$ cat src/rtl/oam_dma_if.sv
// rtl/oam_dma_if.sv - CPU, shared-bus and OAM signal bundle for oam_dma
// master is the DMA engine side; slave is the CPU/memory/OAM side.
interface oam_dma_if;
  logic [15:0] cpu_a;
  logic [7:0]  cpu_dout;
  logic        cpu_rd;
  logic        cpu_wr;
  logic [7:0]  cpu_din;
  logic [15:0] mem_a;
  logic [7:0]  mem_dout;
  logic [7:0]  mem_din;
  logic        mem_rd;
  logic        mem_wr;
  logic [7:0]  oam_a;
  logic [7:0]  oam_dout;
  logic        oam_wr;
  logic        dma_active;

  modport master (
    input  cpu_a, cpu_dout, cpu_rd, cpu_wr, mem_din,
    output cpu_din, mem_a, mem_dout, mem_rd, mem_wr,
    output oam_a, oam_dout, oam_wr, dma_active
  );

  modport slave (
    output cpu_a, cpu_dout, cpu_rd, cpu_wr, mem_din,
    input  cpu_din, mem_a, mem_dout, mem_rd, mem_wr,
    input  oam_a, oam_dout, oam_wr, dma_active
  );
endinterface

$ cat src/rtl/oam_dma.sv
// rtl/oam_dma.sv - 160-byte OAM DMA engine sharing the CPU memory bus
// Copies {src,00..9F} to OAM one byte per 4-clk M-cycle, gating CPU bus access meanwhile.
module oam_dma (
  input  logic      clk,
  input  logic      rst,
  oam_dma_if.master bus
);
  localparam logic [1:0]  ST_IDLE  = 2'd0;
  localparam logic [1:0]  ST_START = 2'd1;
  localparam logic [1:0]  ST_XFER  = 2'd2;
  localparam logic [7:0]  LAST_IDX = 8'd159;
  localparam logic [15:0] DMA_REG  = 16'hFF46;

  logic [1:0] phase;
  logic [1:0] state;
  logic [7:0] src_hi;
  logic [7:0] idx;
  logic [7:0] data_latch;
  logic       cpu_wr_q;

  logic       reg_wr;
  logic       active;
  logic       dma_slot;
  logic       cpu_allowed;
  logic [7:0] src_eff;

  assign reg_wr   = bus.cpu_wr && !cpu_wr_q && (bus.cpu_a == DMA_REG);
  // Echo-RAM pages E0-FF fold back onto C0-DF.
  assign src_eff  = (src_hi >= 8'hE0) ? (src_hi - 8'h20) : src_hi;
  assign active   = (state == ST_START) || (state == ST_XFER);
  // DMA owns the bus for the first half of each M-cycle; permitted CPU
  // accesses use it in the second half.
  assign dma_slot = (state == ST_XFER) && !phase[1];
  assign cpu_allowed = !active || (bus.cpu_a == DMA_REG) ||
                       ((bus.cpu_a >= 16'hFF80) && (bus.cpu_a <= 16'hFFFE));

  always_ff @(posedge clk or posedge rst) begin
    if (rst) begin
      phase      <= 2'd0;
      state      <= ST_IDLE;
      src_hi     <= 8'h00;
      idx        <= 8'h00;
      data_latch <= 8'h00;
      cpu_wr_q   <= 1'b0;
    end else begin
      phase    <= phase + 2'd1;
      cpu_wr_q <= bus.cpu_wr;
      if (reg_wr) begin
        src_hi <= bus.cpu_dout;
        state  <= ST_START;
        idx    <= 8'h00;
      end else begin
        case (state)
          ST_START: begin
            if (phase == 2'd3) begin
              state <= ST_XFER;
              idx   <= 8'h00;
            end
          end
          ST_XFER: begin
            if (phase == 2'd2) begin
              data_latch <= bus.mem_din;
            end
            if (phase == 2'd3) begin
              if (idx == LAST_IDX) begin
                state <= ST_IDLE;
                idx   <= 8'h00;
              end else begin
                idx <= idx + 8'd1;
              end
            end
          end
          ST_IDLE: ;
          default: state <= ST_IDLE;
        endcase
      end
    end
  end

  always_comb begin
    bus.mem_a      = dma_slot ? {src_eff, idx} : bus.cpu_a;
    bus.mem_rd     = dma_slot || (bus.cpu_rd && cpu_allowed);
    bus.mem_wr     = !dma_slot && bus.cpu_wr && cpu_allowed;
    bus.mem_dout   = bus.cpu_dout;
    bus.oam_a      = idx;
    bus.oam_dout   = data_latch;
    bus.oam_wr     = (state == ST_XFER) && (phase == 2'd3);
    bus.dma_active = active;
    if (bus.cpu_a == DMA_REG) begin
      bus.cpu_din = src_hi;
    end else if (cpu_allowed) begin
      bus.cpu_din = bus.mem_din;
    end else begin
      bus.cpu_din = 8'hFF;
    end
  end
endmodule

$ cat src/flat_wrapper.sv
// flat-port wrapper written by rule: the top's interface ports become plain ports
module oam_dma_flat 
  (clk, rst, bus_cpu_a, bus_cpu_dout, bus_cpu_rd, bus_cpu_wr, bus_mem_din, bus_cpu_din, bus_mem_a, bus_mem_dout, bus_mem_rd, bus_mem_wr, bus_oam_a, bus_oam_dout, bus_oam_wr, bus_dma_active);
  oam_dma_if bus_i ();
  input  logic clk;
  input  logic rst;
  input wire logic [$bits(bus_i.cpu_a)-1:0] bus_cpu_a;
  input wire logic [$bits(bus_i.cpu_dout)-1:0] bus_cpu_dout;
  input wire logic [$bits(bus_i.cpu_rd)-1:0] bus_cpu_rd;
  input wire logic [$bits(bus_i.cpu_wr)-1:0] bus_cpu_wr;
  input wire logic [$bits(bus_i.mem_din)-1:0] bus_mem_din;
  output wire logic [$bits(bus_i.cpu_din)-1:0] bus_cpu_din;
  output wire logic [$bits(bus_i.mem_a)-1:0] bus_mem_a;
  output wire logic [$bits(bus_i.mem_dout)-1:0] bus_mem_dout;
  output wire logic [$bits(bus_i.mem_rd)-1:0] bus_mem_rd;
  output wire logic [$bits(bus_i.mem_wr)-1:0] bus_mem_wr;
  output wire logic [$bits(bus_i.oam_a)-1:0] bus_oam_a;
  output wire logic [$bits(bus_i.oam_dout)-1:0] bus_oam_dout;
  output wire logic [$bits(bus_i.oam_wr)-1:0] bus_oam_wr;
  output wire logic [$bits(bus_i.dma_active)-1:0] bus_dma_active;
  assign bus_i.cpu_a = bus_cpu_a;
  assign bus_i.cpu_dout = bus_cpu_dout;
  assign bus_i.cpu_rd = bus_cpu_rd;
  assign bus_i.cpu_wr = bus_cpu_wr;
  assign bus_i.mem_din = bus_mem_din;
  assign bus_cpu_din = bus_i.cpu_din;
  assign bus_mem_a = bus_i.mem_a;
  assign bus_mem_dout = bus_i.mem_dout;
  assign bus_mem_rd = bus_i.mem_rd;
  assign bus_mem_wr = bus_i.mem_wr;
  assign bus_oam_a = bus_i.oam_a;
  assign bus_oam_dout = bus_i.oam_dout;
  assign bus_oam_wr = bus_i.oam_wr;
  assign bus_dma_active = bus_i.dma_active;
  oam_dma u_core (.clk(clk), .rst(rst), .bus(bus_i));
endmodule
$ cat config.mk
export PLATFORM = sky130hd
export DESIGN_NAME = oam_dma_flat
export DESIGN_NICKNAME = d
export VERILOG_FILES = /design/src/rtl/oam_dma_if.sv /design/src/rtl/oam_dma.sv /design/src/flat_wrapper.sv
export SDC_FILE = /design/constraint.sdc
export NUM_CORES = 1
export LEC_CHECK = 0
export CORE_UTILIZATION = 42
export CTS_CLUSTER_DIAMETER = 40
export DETAILED_ROUTE_END_ITERATION = 16
export PLACE_DENSITY = 0.85
export RECOVER_POWER = 50
export SLEW_MARGIN = 40
export SYNTH_ARGS = -nofsm -noshare
export SYNTH_HDL_FRONTEND = slang
export SYNTH_SLANG_ARGS = --single-unit
$ cat constraint.sdc
create_clock -name clk -period 2.5 [get_ports clk]
set_input_delay 0.5 -clock clk [delete_from_list [all_inputs] [get_ports clk]]
set_output_delay 0.5 -clock clk [all_outputs]
set_load 0.01 [all_outputs]
==> results of run 1 <==
==> area by class of cell <==
type / count / area [um2]
fill: 335 / 1340
multi-input combinational: 137 / 1100
timing repair buffer: 110 / 1040
sequential: 29 / 727
clock buffer: 8 / 80.1
tap: 52 / 65.1
inverter: 9 / 33.8
==> worst reg2reg max path, stage by stage (launching register included) <==
cell and delay (ps):
dfrtp_1 370, inv_1 70, ha_1 210, buf_4 180
o21bai_1 170, nand2_1 220, or4_1 550, a31oi_1 180
==> how the worst min path moves through the flow <==
stage / startpoint / end / slack (ps)
final: u_core.phase[0] / u_core.phase[0] / 460
after global routing: u_core.phase[0] / u_core.phase[0] / 490
after CTS: u_core.phase[0] / u_core.phase[0] / 470
after detailed placement: u_core.phase[0] / u_core.phase[0] / 440
after global placement: u_core.phase[0] / u_core.phase[0] / 440
after floorplan: u_core.phase[0] / u_core.phase[0] / 420
==> kinds of logic after synthesis <==
family          after synthesis
compound gates               49
flops                        29
fa+ha+maj                     7
simple gates                 53
mux                          28
buf+inv                      26
==> through the flow <==
stage,instances,util (%)
finish,345,69.3
CTS,343,68.3
global route,345,69.3
floorplan,192,-
global placement,334,66.8
detailed placement,334,66.8
==> per-layer routing <==
metal  wire length, um  GRT usage, %  up-vias
li1                  -             -      899
met1              2470          31.0      917
met2              3050          42.1       71
met3               228          3.78        8
met4                88          7.33        0
met5                 0             0        -
==> registers in the layout, indices dropped and copies added, names as in the netlist <==
| name | count |
|---|---|
| u_core.bus.oam_a | 8 |
| u_core.bus.oam_dout | 8 |
| u_core.cpu_wr_q | 1 |
| u_core.phase | 2 |
| u_core.src_hi | 8 |
| u_core.state | 2 |
==> power by group through the flow <==
stage	clock network, uW	registers [uW]	logic, uW
after floorplan	0	482	62.8
after global placement	0	483	192
after global routing	393	474	189
final	362	474	178
after detailed placement	0	483	195
after CTS	370	474	179
==> layout by cell type (no fill, tap or decap), types with 3 or more instances in the layout <==
master           instances
nor2_1                   4
dlygate4sd2_1           18
clkbuf_1                 3
nand2_1                 14
ha_1                     7
clkdlybuf4s50_1         29
a31oi_1                  3
o21ai_0                 10
buf_2                    8
mux2_2                  20
buf_12                   3
buf_6                    4
nand4_1                  4
a2bb2oi_1                8
dlymetal6s2s_1           6
inv_1                    9
a211oi_1                 3
mux2_4                   8
dlygate4sd3_1           22
nand3_1                  8
dfrtp_1                 28
buf_4                   16
a21oi_1                 17
clkbuf_8                 5
==> what timing repair did <==
item,CTS,global route
hold endpoints to repair,0,0
setup endpoints to repair,22,14
setup buffers,1,2
pin swaps,3,6
resized for setup,61,17
==> results.toml, run 1 <==
[power_and_ir_drop]
p_leak_uw = 0.00144
p_seq_share_pct = 46.8
power.total_uw = 1010
p_int_uw = 770
p_sw_uw = 245
p_per_area_nw_per_um2 = 334
irDropWorstVdd_mv = 0.318
clkPwrFrac_pct = 35.7
netSwitchingFraction_pct = 24.1
p_comb_share_pct = 17.5

[routing]
drt_iter0_drc = 137
drc = 0
num_vias = 1895
drt_first_pass_iters = 4
wirelength_mm = 5.83
antenna_left = 0
route.detailed.wl_per_inst_um = 16.9
routed_via_density = 5.49

[synthesis]
synth.distinct_cells = 38
synth_area_um2 = 1930
ys_seq_elements = 29
synth_compound_area_share_pct = 16.0
async_reset_ff_share_pct = 100
synth_top_family_by_area = "multiplexers"
syn_area_per_cell_um2 = 10.0
yosys.area.top_type = "dfrtp_1"
synthFlopType = "dfrtp_1"
synthCells = 192
synth_mux_area_share_pct = 17.9
synthTopCellsByCount = "29 x dfrtp_1, 20 x mux2_2, 18 x a21oi_1"
yosys_warnings = 0
synthSimpleGateAreaFrac_pct = 16.5
synth_area_leaders = "dfrtp_1 38%, mux2_2 12%, mux2_4 6.2%, a21oi_1 4.7%, ha_1 4.5%"
synth_nets = 235
synth.most_common_cell = "dfrtp_1"
synth-adder-area-share_pct = 4.54
synth-edff-count = 0
synthXorXnorAreaFrac_pct = 0
netlist.area_leader.share_pct = 37.6
yosysSeqAreaShare_pct = 37.6

[critical_path]
arrival_ps = 1940
worstPathRequired_ps = 2000
timing.rr.end = "u_core.bus.oam_a[7]"
cp_max_fo = 7
worstSetupStartpoint = "bus_cpu_a[2]"
crit_path_max_incr_delay_ps = 260
setup.worst_path.end_class = "primary output"
critPathTopFamily = "buffers and inverters"
crit_path_start_kind = "primary input"
reg2reg_depth = 7
r2r_slack_ps = 500
crit_path_top_delay_cell = "dlygate4sd2_1"
worst-setup-path-type = "in -> out"
cp_num_buf_inv = 6
cp_num_cells = 10
endpoint = "bus_cpu_din[7]"
critical_path.cell_chain = "dlygate4sd2_1 -> nand3_2 -> buf_4 -> nor4b_4 -> buf_4 -> buf_12 -> buf_12 -> a21oi_1 -> a2bb2oi_1 -> buf_2"
r2r_start = "u_core.state[0]"

[cts]
htreeDepth = 2
clock-sinks = 29
root_buffer = "clkbuf_8"
cts.path.max_buffers = 2
ctsHoldBuffers = 0
path_clk_slew_ps = 60
clk_latency_ps = 270
cts_tree = "done"
cts_buffers = 5

[sta]
fin_crit_sh_pct = 97.7
post-route-worst-setup-slack_ps = 58.3
slew_headroom_pct = 64.9
drv_slew = 0
fmax_ghz = 0.410
hold_violations = 0
tns_ps = 0
worstMarginPinSlew_ps = 522
setup_viol = 0
timing.hold.ws_ps = 455
finalCriticalPeriod_ps = 2440
finClkSkew_ps = 6.20

[global_route]
grt_pass1_vias = 1888
grt_pass1_wl_mm = 9.34
antenna_found_initial = 0
grt_max_degree = 30
grt_overflow = 0
grt_use_total_pct = 24.2

[floorplan]
initial_core_util_pct = 44.0
design.die.area_um2 = 4870
die_h_um = 69.8
core-area_um2 = 4380
num_io_pins = 88
row_count = 24
dieWidth_um = 69.8

[layout]
diodes = 0
drive_gt1_share_pct = 27.3
final_area_um2 = 3040
nets = 335
area_growth_pct = 57.7

[hold_path]
holdPathStages = 1
hold_path_class = "reg -> reg"

[placed_design]
io_buffers = 87
gp_congestion = 0.836
pre_cts_slack_ps = -561
dp_hpwl_mm = 4.30
place_area_um2 = 2930

[flow_run]
drv_cap = 0

[run_status]
status = "finished clean"
Power figures use the tool's default switching activity.
==> inputs of run 2 (changes only) <==
Settings changed: SETUP_SLACK_MARGIN set to 0.15.
==> results.toml, run 2 (same netlist as run 1, synthesis figures left out) <==
[critical_path]
cp_max_fo = 7
worstPathRequired_ps = 2000
worst-setup-path-type = "in -> out"
arrival_ps = 1870
setup.worst_path.end_class = "primary output"
crit_path_start_kind = "primary input"

[layout]
final_cells = 347
area_growth_pct = 62.9
fillers = 307
diodes = 0
final_util_pct = 71.6
final_area_um2 = 3140
nets = 337
final_cell_mix = "29 x dfrtp_1, 28 x clkdlybuf4s50_1, 22 x dlygate4sd2_1"
drive_gt1_share_pct = 32.5
multi_input_area_um2 = 1190
regArea_um2 = 726
final_common_cell = "dfrtp_1"

[cts]
clock-sinks = 29
ctsHoldBuffers = 0
cts_tree = "done"
clk_latency_ps = 280
htreeDepth = 2
root_buffer = "clkbuf_8"
cts_buffers = 5
path_clk_slew_ps = 60
cts.path.max_buffers = 2

[placed_design]
dp.cells = 334
gp_congestion = 0.836
pre_cts_slack_ps = -561
io_buffers = 87
dp_hpwl_mm = 4.30
place_area_um2 = 2930

[power_and_ir_drop]
irDropWorstVdd_mv = 0.309
netSwitchingFraction_pct = 25.0
clkPwrFrac_pct = 35.9
p_per_area_nw_per_um2 = 328
p_int_uw = 772
p_seq_share_pct = 46.0
p_leak_uw = 0.00144
p_comb_share_pct = 18.0
p_sw_uw = 258

[floorplan]
initial_core_util_pct = 44.0
design.die.area_um2 = 4870
die_h_um = 69.8
num_io_pins = 88
dieWidth_um = 69.8
core-area_um2 = 4380
row_count = 24

[sta]
finClkSkew_ps = 5.43
slew_headroom_pct = -9.76
finalCriticalPeriod_ps = 2370
drv_slew = 30
hold_violations = 0
fmax_ghz = 0.422
fin_crit_sh_pct = 94.8
worstMarginPinSlew_ps = 1650
rsz0062_at_grt = "yes"
post-route-worst-setup-slack_ps = 131
setup_viol = 0

[global_route]
grt_max_degree = 30
grt_pass1_vias = 1962
antenna_found_initial = 0
grt_overflow = 0
grt_use_total_pct = 25.7
grt_pass1_wl_mm = 9.80

[run_status]
status = "finished, violations left"
violations = "capacitance limit, slew limit"

[routing]
route.detailed.wl_per_inst_um = 18.2
num_vias = 1949
antenna_left = 0
drt_iter0_drc = 89
wirelength_mm = 6.32
drt_first_pass_iters = 4
drc = 0
routed_via_density = 5.62

[flow_run]
drv_cap = 1

[hold_path]
hold_path_class = "reg -> reg"
[run 2: worst paths after layout]
kind,endpoint,cells after the start,slack [ps],start
setup / recovery,bus_cpu_din[7],9,130,bus_cpu_a[5]
max in group asynchronous,u_core.state[0],3,450,rst
hold reg to reg,u_core.phase[0],1,460,u_core.phase[0]
hold / removal,u_core.phase[0],1,460,u_core.phase[0]
setup reg to reg,u_core.bus.oam_a[7],7,500,u_core.state[0]
min in group asynchronous,u_core.bus.oam_dout[1],3,1090,rst
[run 2: area by class of cell]
cell class / count / area share, %
clock buffer: 8 / 2.55
sequential: 29 / 23.1
inverter: 9 / 1.08
multi-input combinational: 137 / 37.8
tap: 52 / 2.07
timing repair buffer: 112 / 33.4
[run 2: metal layers]
metal | up-vias | global-route usage [%] | routed length [um]
li1 | 901 | - | -
met3 | 17 | 5.52 | 364
met2 | 83 | 43.8 | 3280
met4 | 0 | 8.67 | 151
met1 | 948 | 32.2 | 2520
met5 | - | 0 | 0
[run 2: worst max-delay path, stage by stage]
cell	delay, ps
buf_8	100
nor3_4	220
nor4b_4	260
buf_4	190
buf_12	100
buf_12	120
a21oi_1	90
a2bb2oi_1	130
buf_2	150
[run 2: timing repair]
item                                    in CTS  in global routing
gates cloned                                 1                  0
setup buffers                                4                  0
endpoints found under the setup margin      42                 13
gates resized for setup                     97                 38
pin swaps                                    4                 12
[run 2: power groups by stage]
stage / registers (uW) / logic (uW) / clock network [uW]
4_1_cts: 474 / 176 / 370
5_1_grt: 474 / 197 / 393
6_report: 474 / 186 / 370
3_3_place_gp: 483 / 192 / 0
3_5_place_dp: 483 / 195 / 0
2_1_floorplan: 482 / 62.8 / 0
[run 2: metrics by stage]
step	hold slack (ps)	TNS, ps	power (uW)
finish	460	0	1030
global route	493	0	1060
CTS	468	0	1020
detailed placement	440	-9580	678
global placement	436	-8850	674
floorplan	418	0	545
